## config.mk

```make
export PLATFORM = sky130hd
export DESIGN_NAME = antirrebote_multi
export DESIGN_NICKNAME = d
export VERILOG_FILES = /design/src/rtl/antirrebote_pkg.sv /design/src/rtl/antirrebote_canal.sv /design/src/rtl/antirrebote_multi.sv
export SDC_FILE = /design/constraint.sdc
export NUM_CORES = 1
export LEC_CHECK = 0
export ABC_AREA = 1
export CAP_MARGIN = 5
export CORE_MARGIN = 10
export CORE_UTILIZATION = 55
export DETAILED_ROUTE_END_ITERATION = 8
export DONT_BUFFER_PORTS = 1
export GPL_ROUTABILITY_DRIVEN = 0
export PLACE_DENSITY = 0.73
export SYNTH_ARGS = -nofsm -noshare
export SYNTH_HDL_FRONTEND = slang
export SYNTH_HIERARCHICAL = 1
export SYNTH_SLANG_ARGS = --single-unit
```

## constraint.sdc

```tcl
create_clock -name clk -period 1.5 [get_ports clk]
set_clock_uncertainty 0.15 [all_clocks]
set_input_delay 0.225 -clock clk [delete_from_list [all_inputs] [get_ports clk]]
set_output_delay 0.225 -clock clk [all_outputs]
set_load 0.03 [all_outputs]
```

## src/rtl/antirrebote_pkg.sv

```systemverilog
// Shared defaults and width helper for the multi-channel debouncer.
package antirrebote_pkg;

  localparam int unsigned DEF_DEB_CYCLES  = 240000;
  localparam int unsigned DEF_SYNC_STAGES = 2;

  // Bits needed to hold values 0..v-1, never less than one bit.
  function automatic int unsigned f_clog2_min1(input int unsigned v);
    return (v <= 1) ? 1 : $clog2(v);
  endfunction

endpackage

```

## src/rtl/antirrebote_canal.sv

```systemverilog
// One debounce channel: synchroniser, stability counter, edge pulses and
// optional long-press detector.
module antirrebote_canal
  import antirrebote_pkg::*;
#(
  parameter int unsigned DEB_CYCLES  = DEF_DEB_CYCLES,
  parameter int unsigned SYNC_STAGES = DEF_SYNC_STAGES,
  parameter int unsigned LONG_CYCLES = 0
) (
  input  logic i_clk,
  input  logic i_rst_n,
  input  logic i_raw,
  output logic o_level,
  output logic o_rise,
  output logic o_fall,
  output logic o_long
);

  localparam int unsigned CNT_W = f_clog2_min1(DEB_CYCLES);
  localparam logic [CNT_W-1:0] CNT_MAX = CNT_W'(DEB_CYCLES - 1);

  logic [SYNC_STAGES-1:0] r_sync;
  logic                   w_sync;
  logic                   r_cand;
  logic [CNT_W-1:0]       r_cnt;
  logic                   r_level;
  logic                   r_level_dly;
  logic                   r_rise;
  logic                   r_fall;

  assign w_sync = r_sync[SYNC_STAGES-1];

  always_ff @(posedge i_clk or negedge i_rst_n) begin
    if (!i_rst_n) begin
      r_sync      <= '0;
      r_cand      <= 1'b0;
      r_cnt       <= '0;
      r_level     <= 1'b0;
      r_level_dly <= 1'b0;
      r_rise      <= 1'b0;
      r_fall      <= 1'b0;
    end else begin
      r_sync <= {r_sync[SYNC_STAGES-2:0], i_raw};
      // Counter saturates at CNT_MAX; the level is accepted while saturated.
      if (w_sync != r_cand) begin
        r_cand <= w_sync;
        r_cnt  <= '0;
      end else if (r_cnt < CNT_MAX) begin
        r_cnt <= r_cnt + CNT_W'(1);
      end else begin
        r_level <= r_cand;
      end
      r_level_dly <= r_level;
      r_rise      <= r_level & ~r_level_dly;
      r_fall      <= ~r_level & r_level_dly;
    end
  end

  assign o_level = r_level;
  assign o_rise  = r_rise;
  assign o_fall  = r_fall;

  if (LONG_CYCLES > 0) begin : g_long
    localparam int unsigned LW = f_clog2_min1(LONG_CYCLES + 1);
    localparam logic [LW-1:0] LMAX = LW'(LONG_CYCLES);

    logic [LW-1:0] r_long_cnt;
    logic          r_long;

    always_ff @(posedge i_clk or negedge i_rst_n) begin
      if (!i_rst_n) begin
        r_long_cnt <= '0;
        r_long     <= 1'b0;
      end else begin
        if (!r_level) begin
          r_long_cnt <= '0;
        end else if (r_long_cnt < LMAX) begin
          r_long_cnt <= r_long_cnt + LW'(1);
        end
        // Fires once: the count passes LMAX-1 only once per press.
        r_long <= r_level && (r_long_cnt == (LMAX - LW'(1)));
      end
    end

    assign o_long = r_long;
  end else begin : g_no_long
    assign o_long = 1'b0;
  end

endmodule

```

## src/rtl/antirrebote_multi.sv

```systemverilog
// N_CH independent debounce channels; the top only replicates the channel.
module antirrebote_multi
  import antirrebote_pkg::*;
#(
  parameter int unsigned N_CH        = 4,
  parameter int unsigned DEB_CYCLES  = DEF_DEB_CYCLES,
  parameter int unsigned SYNC_STAGES = DEF_SYNC_STAGES,
  parameter int unsigned LONG_CYCLES = 0
) (
  input  logic            clk,
  input  logic            rst_n,
  input  logic [N_CH-1:0] senal_entrada,
  output logic [N_CH-1:0] salida_limpia,
  output logic [N_CH-1:0] flanco_subida,
  output logic [N_CH-1:0] flanco_bajada,
  output logic [N_CH-1:0] pulsacion_larga
);

  for (genvar i = 0; i < N_CH; i++) begin : g_ch
    antirrebote_canal #(
      .DEB_CYCLES (DEB_CYCLES),
      .SYNC_STAGES(SYNC_STAGES),
      .LONG_CYCLES(LONG_CYCLES)
    ) u_canal (
      .i_clk  (clk),
      .i_rst_n(rst_n),
      .i_raw  (senal_entrada[i]),
      .o_level(salida_limpia[i]),
      .o_rise (flanco_subida[i]),
      .o_fall (flanco_bajada[i]),
      .o_long (pulsacion_larga[i])
    );
  end

endmodule

```

==> out/results.ini <==
[synthesis]
yosysTopAreaCellShare_pct = 40.5
synth_cell_types = 25
ys_seq_area_share_pct = 40.5
mappedNetlistNets = 854
synth_area_leader_cell = dfrtp_1
yosysWarnings = 6
syn_area_um2 = 6190
async_flop_share_pct = 100
ys_ff_latch = 100
yosys-top-cells-area = dfrtp_1, nand2_1, nand3_1
synthCells = 844
synth_flop_cell = dfrtp_1
synth.avg_cell_area_um2 = 7.33
synth_edf_count = 0

[clocking]
insertion_delay_ns = 0.35
clockBufferDepth = 2
h-tree-depth = 3
cts_tree = yes
root_buffer = clkbuf_16
clkSlewWorstSetupHoldPaths_ns = 0.07
numCtsBuffers = 9
cts.sinks = 100
cts_hold_buf = 4

[floorplanning]
row_count = 38
core_area_um2 = 10900
die_y_um = 126
io_pins = 22
die_x_um = 126
start_util_pct = 56.6
fp.dieArea_um2 = 15900

[finish]
finalNonFillerCells = 1094
fillers = 725
regArea_um2 = 2510
drive_above_1_share_pct = 41.0
num_antenna_cells = 0
fin_nets = 959
multi_input_area_um2 = 4100
utilization_pct = 76.3
syn2layout_area_growth_pct = 34.9

[global_routing]
grt_usage_pct = 20.5
grt_pass1_vias = 6018
grt_overflow = 0
grt_pass1_wl_um = 28000
grt_max_degree = 101
antenna_found_initial = 0

[detailed_routing]
drt_iter0_drc = 679
wl_per_cell_um = 15.9
ant_nets = 0
vias = 6123
detail_route.vias_per_cell = 5.60
drc = 0
wl_um = 17400
first_pass_iters = 5

[outcome]
status = finished, violations left
violations = hold timing, setup timing

[place]
portBuffers = 0
hpwl_um = 10900
placed_cells = 1061

[pwr]
leakage_nw = 3.82
total_power_mw = 5.87
power_density_nw_per_um2 = 703
ir_worst_vdd_mv = 1.04

[timing]
period_needed_ns = 1.67
finalCritPeriodShare_pct = 111
holdWs_ns = -0.593
setup_viol = 71
final.setup.tns_ns = -7.18
rsz0062_at_grt = yes
fmax_mhz = 600
finalHoldViolCount = 100
drv_slew = 0
layout_setup_ws_ns = -0.167

[min_path]
holdCritPathClass = in -> async

[worst_setup_path]
critPathKind = reg -> reg
arrival_ns = 1.76
cp-start-kind = register
crit_fanout = 7
cp-end-kind = register
required_ns = 1.60

[flow_run]
maxCapViolCount = 0

-- Yosys cell counts, types with 12 or more instances --
library cell,number
xor2_1,24
nand2_2,40
inv_1,56
clkbuf_1,16
nand4_1,44
nand3_1,108
inv_2,12
dfrtp_1,100
nand2_4,12
nand2_1,224
nor2_1,132
-- state kept, by name, summed over array words and instances, names as in the netlist --
signal,count
g_ch.u_canal/r_sync,8
g_ch.u_canal/r_level_dly,4
g_ch.u_canal/r_cand,4
g_ch.u_canal/o_level,4
g_ch.u_canal/o_fall,4
g_ch.u_canal/o_rise,4
g_ch.u_canal/r_cnt,72
-- through the flow --
step                instance area, um^2  hold slack (ns)  worst slack [ns]
floorplan                          6210           -0.221           -0.0934
global placement                   6980           -0.217           -0.0611
detailed placement                 6980           -0.217            -0.116
CTS                                7840           -0.602           -0.0728
global route                       8340           -0.610            -0.228
finish                             8340           -0.593            -0.167
-- final cells by class --
class                           instances  area share [%]
Multi-Input combinational cell        652            49.1
Sequential cell                       100            30.1
Timing Repair Buffer                  118            12.0
Inverter                               68            3.06
Clock buffer                           10            2.74
Tap cell                              140            2.10
Clock inverter                          6           0.825
-- cells in the final DEF (no fill, tap or decap), drive strengths merged --
master and instances:
clkbuf 10, bufinv 1, ha 4, nor3 16, nand4 44, o21bai 8
clkinvlp 1, buf 114, nor3b 4, nor2 140, nand3b 4, xor2 24
nand2 280, nand3 108, clkinv 1, dlygate4sd3 4, inv 71, conb 4
a21oi 12, and2 4, dfrtp 100
-- worst max-delay path: stages (launching register included) --
cell	delay, ns
dfrtp_1	0.43
ha_4	0.20
nand2_4	0.08
nor2_2	0.04
nand2_1	0.11
nand2_2	0.08
nand2_4	0.09
nand2_8	0.10
buf_8	0.17
nand3_2	0.07
nand2_2	0.05
-- per-layer routing --
metal	vias to the layer above	wire length (um)	track usage, %
met5	-	0	0
met1	2923	7110	23.9
met4	0	340	7.57
met3	33	972	4.61
li1	2931	-	-
met2	236	8940	36.0
-- power by group --
| group | switching [mW] | internal, mW |
|---|---|---|
| registers | 0.0906 | 2.77 |
| logic | 0.368 | 0.238 |
| clock network | 1.10 | 1.31 |
| total | 1.55 | 4.31 |
-- logic make-up (layout without fill, tap and decap cells) --
logic type	Yosys count	in the layout	share of synthesized area (%)
buffers and inverters	96	202	7.04
AO/OA/AOI/OAI	20	20	2.91
flip-flops	100	100	40.5
XOR/XNOR	24	24	3.40
adder cells (fa/ha/maj)	4	4	0.809
AND/OR/NAND/NOR	596	600	45.1
other	4	4	0.243
-- final timing paths --
path	start	to	slack, ns	cells after the start
setup reg to reg	g_ch[3].u_canal/r_cnt[1]	g_ch[3].u_canal/r_cnt[3]	-0.17	10
setup / recovery	g_ch[3].u_canal/r_cnt[1]	g_ch[3].u_canal/r_cnt[3]	-0.17	10
hold / removal	rst_n	g_ch[3].u_canal/r_cnt[12]	-0.59	0
hold reg to reg	g_ch[3].u_canal/r_sync[0]	g_ch[3].u_canal/r_sync[1]	0.20	0
min in group clk	g_ch[3].u_canal/r_sync[0]	g_ch[3].u_canal/r_sync[1]	0.20	0
max in group asynchronous	rst_n	g_ch[1].u_canal/r_cnt[9]	1.64	0
-- what timing repair did --
item / 4_1_cts / 5_1_grt
cloned: 3 / 1
pin swaps: 70 / 47
endpoints found under the hold margin: 104 / 100
resized for setup: 110 / 119
buffers inserted: 1 / 8
endpoints found under the setup margin: 72 / 76
Power figures use the tool's default switching activity.
